`config.mk`:
```
export PLATFORM = sky130hd
export DESIGN_NAME = instruction_decode
export DESIGN_NICKNAME = d
export VERILOG_FILES = /design/src/rtl/riscv_pkg.sv /design/src/rtl/instruction_decode_regfile.sv /design/src/rtl/instruction_decode.sv
export SDC_FILE = /design/constraint.sdc
export NUM_CORES = 1
export LEC_CHECK = 0
export BUFFER_PORTS_ARGS = -buffer_cell sky130_fd_sc_hd__buf_4
export CORE_MARGIN = 5
export CORE_UTILIZATION = 25
export CTS_CLUSTER_SIZE = 16
export DETAILED_ROUTE_END_ITERATION = 8
export GPL_ROUTABILITY_DRIVEN = 1
export PLACE_DENSITY = 0.45
export RECOVER_POWER = 100
export SLEW_MARGIN = 20
export SYNTH_ARGS = -nofsm -noshare
export SYNTH_HDL_FRONTEND = slang
export SYNTH_SLANG_ARGS = --single-unit
```
`constraint.sdc`:
```
create_clock -name clk_i -period 2.3 [get_ports clk_i]
set_input_delay 0.115 -clock clk_i [delete_from_list [all_inputs] [get_ports clk_i]]
set_output_delay 0.115 -clock clk_i [all_outputs]
set_load 0.01 [all_outputs]
```
`src/rtl/riscv_pkg.sv`:
```
// Shared RV32I constants and types for the decode stage.
// Holds opcodes, ALU/jump encodings, the ID/EX record and the immediate generator.
package riscv_pkg;

    localparam logic [6:0] OPC_LUI    = 7'b0110111;
    localparam logic [6:0] OPC_AUIPC  = 7'b0010111;
    localparam logic [6:0] OPC_JAL    = 7'b1101111;
    localparam logic [6:0] OPC_JALR   = 7'b1100111;
    localparam logic [6:0] OPC_BRANCH = 7'b1100011;
    localparam logic [6:0] OPC_LOAD   = 7'b0000011;
    localparam logic [6:0] OPC_STORE  = 7'b0100011;
    localparam logic [6:0] OPC_OP_IMM = 7'b0010011;
    localparam logic [6:0] OPC_OP     = 7'b0110011;
    localparam logic [6:0] OPC_FENCE  = 7'b0001111;

    localparam logic [31:0] INSTR_NOP = 32'h00000013;

    typedef enum logic [3:0] {
        ALU_ADD   = 4'd0,
        ALU_SUB   = 4'd1,
        ALU_SLL   = 4'd2,
        ALU_SLT   = 4'd3,
        ALU_SLTU  = 4'd4,
        ALU_XOR   = 4'd5,
        ALU_SRL   = 4'd6,
        ALU_SRA   = 4'd7,
        ALU_OR    = 4'd8,
        ALU_AND   = 4'd9,
        ALU_PASSB = 4'd10
    } alu_op_e;

    typedef enum logic [1:0] {
        JUMP_NONE = 2'd0,
        JUMP_JAL  = 2'd1,
        JUMP_JALR = 2'd2
    } jump_e;

    typedef enum logic [2:0] {
        FMT_R,
        FMT_I,
        FMT_S,
        FMT_B,
        FMT_U,
        FMT_J,
        FMT_NONE
    } fmt_e;

    typedef struct packed {
        logic        valid;
        logic [31:0] pc;
        logic [31:0] rs1_data;
        logic [31:0] rs2_data;
        logic [31:0] imm;
        logic [4:0]  rs1;
        logic [4:0]  rs2;
        logic [4:0]  rd;
        logic [2:0]  funct3;
        alu_op_e     alu_op;
        logic        alu_src_imm;
        logic        alu_src_pc;
        logic        mem_read;
        logic        mem_write;
        logic        reg_write;
        logic        branch;
        jump_e       jump;
        logic        illegal;
    } idex_t;

    function automatic logic [31:0] gen_imm(input fmt_e fmt, input logic [31:0] instr);
        logic [31:0] imm;
        case (fmt)
            FMT_I:   imm = {{20{instr[31]}}, instr[31:20]};
            FMT_S:   imm = {{20{instr[31]}}, instr[31:25], instr[11:7]};
            FMT_B:   imm = {{19{instr[31]}}, instr[31], instr[7], instr[30:25], instr[11:8], 1'b0};
            FMT_U:   imm = {instr[31:12], 12'b0};
            FMT_J:   imm = {{11{instr[31]}}, instr[31], instr[19:12], instr[20], instr[30:21], 1'b0};
            default: imm = 32'd0;
        endcase
        return imm;
    endfunction

endpackage

```
`src/rtl/instruction_decode_regfile.sv`:
```
// 32x32 register file: two combinational reads, one synchronous write.
// x0 reads as zero; a read of the register being written returns the write data.
module regfile (
    input  logic        clk_i,
    input  logic [4:0]  rs1_addr_i,
    input  logic [4:0]  rs2_addr_i,
    input  logic        wr_en_i,
    input  logic [4:0]  wr_addr_i,
    input  logic [31:0] wr_data_i,
    output logic [31:0] rs1_data_o,
    output logic [31:0] rs2_data_o
);

    logic [31:0] regs_q [32];

    always_ff @(posedge clk_i) begin
        if (wr_en_i && (wr_addr_i != 5'd0)) begin
            regs_q[wr_addr_i] <= wr_data_i;
        end
    end

    function automatic logic [31:0] read_port(input logic [4:0] addr);
        logic [31:0] data;
        if (addr == 5'd0) begin
            data = 32'd0;
        end else if (wr_en_i && (wr_addr_i == addr)) begin
            data = wr_data_i;
        end else begin
            data = regs_q[addr];
        end
        return data;
    endfunction

    assign rs1_data_o = read_port(rs1_addr_i);
    assign rs2_data_o = read_port(rs2_addr_i);

endmodule

```
`src/rtl/instruction_decode.sv`:
```
// RV32I decode stage: field decode, immediates, load-use hazard and the ID/EX register.
// Build option DECODE_ILLEGAL_FLAG_EN: flag illegal encodings instead of dropping them as bubbles.
module instruction_decode
    import riscv_pkg::*;
(
    input  logic        clk_i,
    input  logic        rst_i,
    input  logic [31:0] instruction_id_i,
    input  logic [31:0] pc_id_i,
    input  logic        branching_i,
    input  logic        reg_wr_en_wb_i,
    input  logic [4:0]  rd_wb_i,
    input  logic [31:0] rd_data_wb_i,
    output logic        load_stall_id_o,
    output logic        valid_id_o,
    output logic [31:0] pc_id_o,
    output logic [31:0] rs1_data_id_o,
    output logic [31:0] rs2_data_id_o,
    output logic [31:0] imm_id_o,
    output logic [4:0]  rs1_id_o,
    output logic [4:0]  rs2_id_o,
    output logic [4:0]  rd_id_o,
    output logic [2:0]  funct3_id_o,
    output logic [3:0]  alu_op_id_o,
    output logic        alu_src_imm_id_o,
    output logic        alu_src_pc_id_o,
    output logic        mem_read_id_o,
    output logic        mem_write_id_o,
    output logic        reg_write_id_o,
    output logic        branch_id_o,
    output logic [1:0]  jump_id_o,
    output logic        illegal_instr_id_o
);

    idex_t idex_q, idex_d, dec;

    logic [6:0]  opcode;
    logic [4:0]  rd_f, rs1_f, rs2_f;
    logic [2:0]  funct3_f;
    logic [6:0]  funct7_f;
    logic [31:0] rs1_rdata, rs2_rdata;

    assign opcode   = instruction_id_i[6:0];
    assign rd_f     = instruction_id_i[11:7];
    assign funct3_f = instruction_id_i[14:12];
    assign rs1_f    = instruction_id_i[19:15];
    assign rs2_f    = instruction_id_i[24:20];
    assign funct7_f = instruction_id_i[31:25];

    regfile u_regfile (
        .clk_i      (clk_i),
        .rs1_addr_i (rs1_f),
        .rs2_addr_i (rs2_f),
        .wr_en_i    (reg_wr_en_wb_i),
        .wr_addr_i  (rd_wb_i),
        .wr_data_i  (rd_data_wb_i),
        .rs1_data_o (rs1_rdata),
        .rs2_data_o (rs2_rdata)
    );

    fmt_e    fmt;
    alu_op_e alu_op;
    jump_e   jump;
    logic    legal, src_imm, src_pc, mem_read, mem_write, reg_write, branch;
    logic    rs1_used, rs2_used, rd_used, bubble_in, hazard;

    always_comb begin
        fmt       = FMT_NONE;
        alu_op    = ALU_ADD;
        jump      = JUMP_NONE;
        legal     = 1'b1;
        src_imm   = 1'b0;
        src_pc    = 1'b0;
        mem_read  = 1'b0;
        mem_write = 1'b0;
        reg_write = 1'b0;
        branch    = 1'b0;
        case (opcode)
            OPC_LUI: begin
                fmt = FMT_U; alu_op = ALU_PASSB; src_imm = 1'b1; reg_write = 1'b1;
            end
            OPC_AUIPC: begin
                fmt = FMT_U; src_imm = 1'b1; src_pc = 1'b1; reg_write = 1'b1;
            end
            OPC_JAL: begin
                fmt = FMT_J; src_imm = 1'b1; src_pc = 1'b1; reg_write = 1'b1; jump = JUMP_JAL;
            end
            OPC_JALR: begin
                fmt = FMT_I; src_imm = 1'b1; src_pc = 1'b1; reg_write = 1'b1; jump = JUMP_JALR;
                legal = (funct3_f == 3'b000);
            end
            OPC_BRANCH: begin
                fmt = FMT_B; alu_op = ALU_SUB; branch = 1'b1;
                legal = (funct3_f != 3'b010) && (funct3_f != 3'b011);
            end
            OPC_LOAD: begin
                fmt = FMT_I; src_imm = 1'b1; mem_read = 1'b1; reg_write = 1'b1;
                legal = (funct3_f inside {3'b000, 3'b001, 3'b010, 3'b100, 3'b101});
            end
            OPC_STORE: begin
                fmt = FMT_S; src_imm = 1'b1; mem_write = 1'b1;
                legal = (funct3_f inside {3'b000, 3'b001, 3'b010});
            end
            OPC_OP_IMM: begin
                fmt = FMT_I; src_imm = 1'b1; reg_write = 1'b1;
                case (funct3_f)
                    3'b000: alu_op = ALU_ADD;
                    3'b010: alu_op = ALU_SLT;
                    3'b011: alu_op = ALU_SLTU;
                    3'b100: alu_op = ALU_XOR;
                    3'b110: alu_op = ALU_OR;
                    3'b111: alu_op = ALU_AND;
                    3'b001: begin
                        alu_op = ALU_SLL;
                        legal  = (funct7_f == 7'b0000000);
                    end
                    default: begin
                        alu_op = (funct7_f == 7'b0100000) ? ALU_SRA : ALU_SRL;
                        legal  = (funct7_f == 7'b0000000) || (funct7_f == 7'b0100000);
                    end
                endcase
            end
            OPC_OP: begin
                fmt = FMT_R; reg_write = 1'b1;
                case ({funct7_f, funct3_f})
                    {7'b0000000, 3'b000}: alu_op = ALU_ADD;
                    {7'b0100000, 3'b000}: alu_op = ALU_SUB;
                    {7'b0000000, 3'b001}: alu_op = ALU_SLL;
                    {7'b0000000, 3'b010}: alu_op = ALU_SLT;
                    {7'b0000000, 3'b011}: alu_op = ALU_SLTU;
                    {7'b0000000, 3'b100}: alu_op = ALU_XOR;
                    {7'b0000000, 3'b101}: alu_op = ALU_SRL;
                    {7'b0100000, 3'b101}: alu_op = ALU_SRA;
                    {7'b0000000, 3'b110}: alu_op = ALU_OR;
                    {7'b0000000, 3'b111}: alu_op = ALU_AND;
                    default:              legal  = 1'b0;
                endcase
            end
            OPC_FENCE: fmt = FMT_I;
            default:   legal = 1'b0;
        endcase
    end

    // Unused operand/destination fields are zeroed so forwarding never sees false matches.
    assign rs1_used  = legal && (fmt inside {FMT_R, FMT_I, FMT_S, FMT_B});
    assign rs2_used  = legal && (fmt inside {FMT_R, FMT_S, FMT_B});
    assign rd_used   = legal && (fmt inside {FMT_R, FMT_I, FMT_U, FMT_J});
    assign bubble_in = (instruction_id_i == 32'd0) || (instruction_id_i == INSTR_NOP);

    always_comb begin
        dec = '0;
        if (legal) begin
            dec.valid       = 1'b1;
            dec.pc          = pc_id_i;
            dec.rs1         = rs1_used ? rs1_f : 5'd0;
            dec.rs2         = rs2_used ? rs2_f : 5'd0;
            dec.rs1_data    = rs1_used ? rs1_rdata : 32'd0;
            dec.rs2_data    = rs2_used ? rs2_rdata : 32'd0;
            dec.rd          = rd_used ? rd_f : 5'd0;
            dec.funct3      = rs1_used ? funct3_f : 3'd0;
            dec.imm         = gen_imm(fmt, instruction_id_i);
            dec.alu_op      = alu_op;
            dec.alu_src_imm = src_imm;
            dec.alu_src_pc  = src_pc;
            dec.mem_read    = mem_read;
            dec.mem_write   = mem_write;
            dec.reg_write   = reg_write && (rd_f != 5'd0);
            dec.branch      = branch;
            dec.jump        = jump;
        end else begin
`ifdef DECODE_ILLEGAL_FLAG_EN
            dec.valid   = 1'b1;
            dec.pc      = pc_id_i;
            dec.illegal = 1'b1;
`endif
        end
    end

    assign hazard = idex_q.mem_read && idex_q.valid && (idex_q.rd != 5'd0) &&
                    ((rs1_used && (idex_q.rd == rs1_f)) || (rs2_used && (idex_q.rd == rs2_f)));
    // Fetch holds its PC on a stall, so a stall must never mask a branch redirect.
    assign load_stall_id_o = hazard && !branching_i;

    always_comb begin
        idex_d = dec;
        if (branching_i || load_stall_id_o || bubble_in) begin
            idex_d = '0;
        end
    end

    always_ff @(posedge clk_i) begin
        if (rst_i) begin
            idex_q <= '0;
        end else begin
            idex_q <= idex_d;
        end
    end

    assign valid_id_o         = idex_q.valid;
    assign pc_id_o            = idex_q.pc;
    assign rs1_data_id_o      = idex_q.rs1_data;
    assign rs2_data_id_o      = idex_q.rs2_data;
    assign imm_id_o           = idex_q.imm;
    assign rs1_id_o           = idex_q.rs1;
    assign rs2_id_o           = idex_q.rs2;
    assign rd_id_o            = idex_q.rd;
    assign funct3_id_o        = idex_q.funct3;
    assign alu_op_id_o        = idex_q.alu_op;
    assign alu_src_imm_id_o   = idex_q.alu_src_imm;
    assign alu_src_pc_id_o    = idex_q.alu_src_pc;
    assign mem_read_id_o      = idex_q.mem_read;
    assign mem_write_id_o     = idex_q.mem_write;
    assign reg_write_id_o     = idex_q.reg_write;
    assign branch_id_o        = idex_q.branch;
    assign jump_id_o          = idex_q.jump;
    assign illegal_instr_id_o = idex_q.illegal;

endmodule

```
==> results by group <==
Status
  • Run status: complete, but fails checks
  • Failing checks: capacitance limit, slew limit, setup timing

STA
  • Worst Max-Slew Pin Slew: 1.51 ns
  • Tmin final: 2.46 ns
  • Setup repair after global routing missed its margin: yes
  • Number of max-slew violations in the final report: 35
  • Maximum clock rate: 406 MHz
  • Setup violators final: 1
  • Rel. slew slack: -0.484%
  • Min setup slack post-route: -0.162 ns
  • Sum of negative setup slack: -0.162 ns
  • Worst hold margin: 0.0274 ns
  • Hold Vio Cnt, Final: 0
  • Setup clock skew after layout: 0.0272 ns
  • Fin crit share: 107%

Yosys
  • Post-synthesis cell area: 54000 um2
  • Share of the synthesized area in the top cell type: 57.0%
  • Fraction of the yosys area taken by sequential cells: 62.9%
  • Gate Count Post-Synth: 3742
  • Per-instance average area after synthesis: 14.4 um2
  • Top post-synthesis cells by area: sky130_fd_sc_hd__edfxtp_1 (57%), sky130_fd_sc_hd__mux2i_1 (19%), sky130_fd_sc_hd__dfxtp_1 (5.9%)
  • Number of warnings reported in the yosys synthesis log: 0
  • Number of storage elements in the synthesis netlist: 1183
  • Synth area leader: sky130_fd_sc_hd__edfxtp_1
  • Share of flip-flops with an asynchronous set or reset: 0%
  • Top FF cell, synth: sky130_fd_sc_hd__edfxtp_1
  • Number of synthesized flops with an enable pin: 1024
  • Number of library cell types mapped by synthesis: 63

Critical path
  • Critical-path cell with the highest stage delay: sky130_fd_sc_hd__dlygate4sd3_1
  • Startpoint kind of the worst setup timing path: input port
  • Number of buffer and inverter stages on the critical path: 5
  • Data arrival, critical path: 2.35 ns
  • Worst EP required: 2.18 ns
  • Largest delay contributor family on the critical path: buffers and inverters
  • Source of the worst register-to-register timing path: rd_id_o[2]
  • Delay contributed by the slowest stage of the critical path: 0.62 ns
  • Cells along the critical path: buf_4 -> dlygate4sd3_1 -> nor2_2 -> nand2_1 -> o32a_1 -> a31oi_2 -> buf_4 -> nor2b_1 -> buf_4 -> buf_6
  • Highest fanout seen on the critical path: 4
  • Endpoint of the lowest-slack register-to-register path: rs1_data_id_o[20]
  • Critical Path Most Common Cell: sky130_fd_sc_hd__buf_4
  • Number of cell instances on the worst register-to-register path: 10
  • R2R Setup Slk: approximately 0.10 ns
  • Setup Crit Path Kind: in -> out
  • Endpoint kind of the worst setup timing path: primary output

Power and ir drop
  • Pwr Total: 0.0507 W
  • Power density cells: roughly 740 nW/um2
  • Largest voltage drop on the vdd net: 0.000738 V
  • Reported leakage power: 25.2 nW

Worst hold path
  • Count of cells along the worst hold path: 4
  • HP Class: in -> reg
  • Startpoint of the most critical hold path: instruction_id_i[4]
  • Worst hold path endpoint: alu_src_imm_id_o

Layout
  • Commonest non-fill, non-tap cells in the layout: sky130_fd_sc_hd__edfxtp_1 (1024), sky130_fd_sc_hd__mux2i_1 (1022), sky130_fd_sc_hd__buf_4 (343)
  • Final Non-Filler Cells: 7352
  • Nets@finish: 4493
  • Commonest non-fill, non-tap cell in the layout: sky130_fd_sc_hd__edfxtp_1
  • Fill count: 21219
  • Share of layout cells above drive strength 1: around 17%
  • Utilization after layout: a little under a third
  • Post-synthesis to final-layout area growth: 26.4%

CTS
  • Count of clock tree sinks: about 1200
  • Clock transition at the registers of the reported paths: 0.06 ns
  • Number of buffers between clock root and the deepest sink: 3
  • H-tree Lvls: 4
  • Worst-skew pair later-pin latency: 0.78 ns
  • TritonCTS clock tree: done
  • Number of buffers added by the clock tree synthesis step: around 140
  • Root Driver: sky130_fd_sc_hd__clkbuf_16

Job
  • Count of maximum capacitance violations: 1

Route
  • Via count of the routed design: around 38000
  • Count of antenna-violating nets left after detailed routing: 0
  • 1st-iter DRT viols: 3329
  • Total DRC errors in the routed layout: 0
  • Total Routed Length: 215000 um
  • Average wire per standard cell: around 30 um
  • Vias per std cell: 5.15
  • First-pass iteration count of the detailed router: 6

Floorplanning
  • Vert. Die Dim: around 470 um
  • Initial Util: 25.1%
  • Number of rows created at floorplan: 170
  • Die Wd: 475 um
  • Number of top-level pins: 266
  • Die outline area: 225000 um2
  • Area of the core: approximately 210000 um2

GRT
  • Via count of the first global-routing pass: between 30000 and 40000
  • Initial antenna violation count: 11
  • First-pass GRT wire length: just under 300000 um
  • Total global-route track usage: 18.3%
  • GR Overflow Total: 0
  • Largest net degree at the start of global routing: 51

Placement
  • Placed wire-length estimate after detailed placement: 129000 um
  • Final weighted congestion in routability-driven placement: 0.801
  • Cells after DPL: about 7000
  • Port buffer count: 264
## per-layer routing
layer / wire length [um] / GRT usage [%] / vias up
met4: 5770 / 4.76 / 4
met2: 97500 / 29.4 / 1448
met3: 13500 / 2.86 / 286
met5: 24 / 0 / -
li1: - / - / 16384
met1: 98500 / 25.8 / 19733
## timing repair
item / CTS / global route
gates cloned: 0 / 3
hold buffers: 109 / 1
setup buffers: 3 / 2
pin swaps: 5 / 6
hold endpoints to repair: 1171 / 1
endpoints found under the setup margin: 1 / 44
gates resized for setup: 10 / 41
## cell type report
| type | instances | area, um2 | share of cell area (%) |
|---|---|---|---|
| inverters | 2 | 7.51 | 0.0110 |
| well taps | 2838 | 3550 | 5.20 |
| multi-input cells | 2271 | 19100 | 28.0 |
| flip-flops and latches | 1183 | 33900 | 49.7 |
| clock buffers | 188 | 3960 | 5.81 |
| clock inverters | 75 | 631 | 0.924 |
| repair buffers | 789 | 7040 | 10.3 |
| diodes | 6 | 15.0 | 0.0220 |
## cell usage after synthesis (2+ instances only)
cell	n
sky130_fd_sc_hd__edfxtp_1	1024
sky130_fd_sc_hd__mux2i_1	1022
sky130_fd_sc_hd__a221oi_1	188
sky130_fd_sc_hd__a22o_1	188
sky130_fd_sc_hd__clkbuf_1	173
sky130_fd_sc_hd__dfxtp_1	159
sky130_fd_sc_hd__a22oi_1	136
sky130_fd_sc_hd__a21oi_1	127
sky130_fd_sc_hd__buf_2	120
sky130_fd_sc_hd__nand2_1	98
sky130_fd_sc_hd__o22ai_1	97
sky130_fd_sc_hd__nor2_1	60
sky130_fd_sc_hd__and2_1	40
sky130_fd_sc_hd__nor3_1	37
sky130_fd_sc_hd__or4_1	34
sky130_fd_sc_hd__and3_1	32
sky130_fd_sc_hd__o31a_1	31
sky130_fd_sc_hd__nor2b_1	18
sky130_fd_sc_hd__nand3_1	16
sky130_fd_sc_hd__o21ai_0	13
sky130_fd_sc_hd__nand2b_1	12
sky130_fd_sc_hd__buf_1	11
sky130_fd_sc_hd__xnor2_1	11
sky130_fd_sc_hd__xor2_1	11
sky130_fd_sc_hd__buf_6	9
sky130_fd_sc_hd__nor4_1	8
sky130_fd_sc_hd__nand4_1	7
sky130_fd_sc_hd__nor3b_1	5
sky130_fd_sc_hd__a2111oi_0	4
sky130_fd_sc_hd__buf_4	4
sky130_fd_sc_hd__nand4b_1	4
sky130_fd_sc_hd__o211ai_1	3
sky130_fd_sc_hd__o21bai_1	3
sky130_fd_sc_hd__a21o_1	2
sky130_fd_sc_hd__a311oi_1	2
sky130_fd_sc_hd__and3b_1	2
sky130_fd_sc_hd__inv_1	2
sky130_fd_sc_hd__or2_1	2
sky130_fd_sc_hd__or2_2	2
sky130_fd_sc_hd__or3b_2	2
## power by group
group          internal, W  leakage, nW  switching, W
clock               0.0129         2.27       0.00926
combinational      0.00197         12.4       0.00279
sequential          0.0236         10.5      0.000117
total               0.0385         25.2        0.0122
## cell families after synthesis
logic type	synth area share, %
DFF	62.9
and+or+nand+nor	3.79
xor gates and xnor gates	0.357
muxes	19.0
buffers and inverters	2.66
other	0.00695
AOI/OAI and AO/OA	11.4
## per-stage QoR
step | area, um2 | setup slack [ns]
global placement | 63400 | -0.461
detailed placement | 63400 | -0.311
CTS | 69100 | -0.211
global route | 68200 | -0.259
finish | 68200 | -0.162
floorplan | 54100 | -0.186
## how the worst max path moves through the flow
stage	from	depth (start not counted)	slack (ns)	endpoint
floorplan	rd_wb_i[3]	4	-0.19	u_regfile.regs_q[25][0]
global placement	instruction_id_i[25]	10	-0.46	rs1_data_id_o[15]
detailed placement	instruction_id_i[25]	10	-0.31	rs1_data_id_o[18]
CTS	rd_id_o[3]	9	-0.21	load_stall_id_o
global route	rd_id_o[1]	8	-0.26	load_stall_id_o
finish	instruction_id_i[29]	10	-0.16	load_stall_id_o
## sequential cells by signal, summed over array words and instances, names as in the netlist
signal            count
u_regfile.regs_q   1024
imm_id_o             32
pc_id_o              32
rs1_data_id_o        32
rs2_data_id_o        32
rd_id_o               5
rs1_id_o              5
rs2_id_o              5
alu_op_id_o           4
funct3_id_o           3
jump_id_o             2
alu_src_imm_id_o      1
alu_src_pc_id_o       1
branch_id_o           1
mem_read_id_o         1
mem_write_id_o        1
reg_write_id_o        1
valid_id_o            1
## tightest hold or removal path: cells and delay by family
family,cells,cell delay [ns]
AOI/OAI and AO/OA,1,0.12
and+or+nand+nor,1,0.21
buffers and inverters,2,0.29
Power figures use the tool's default switching activity.
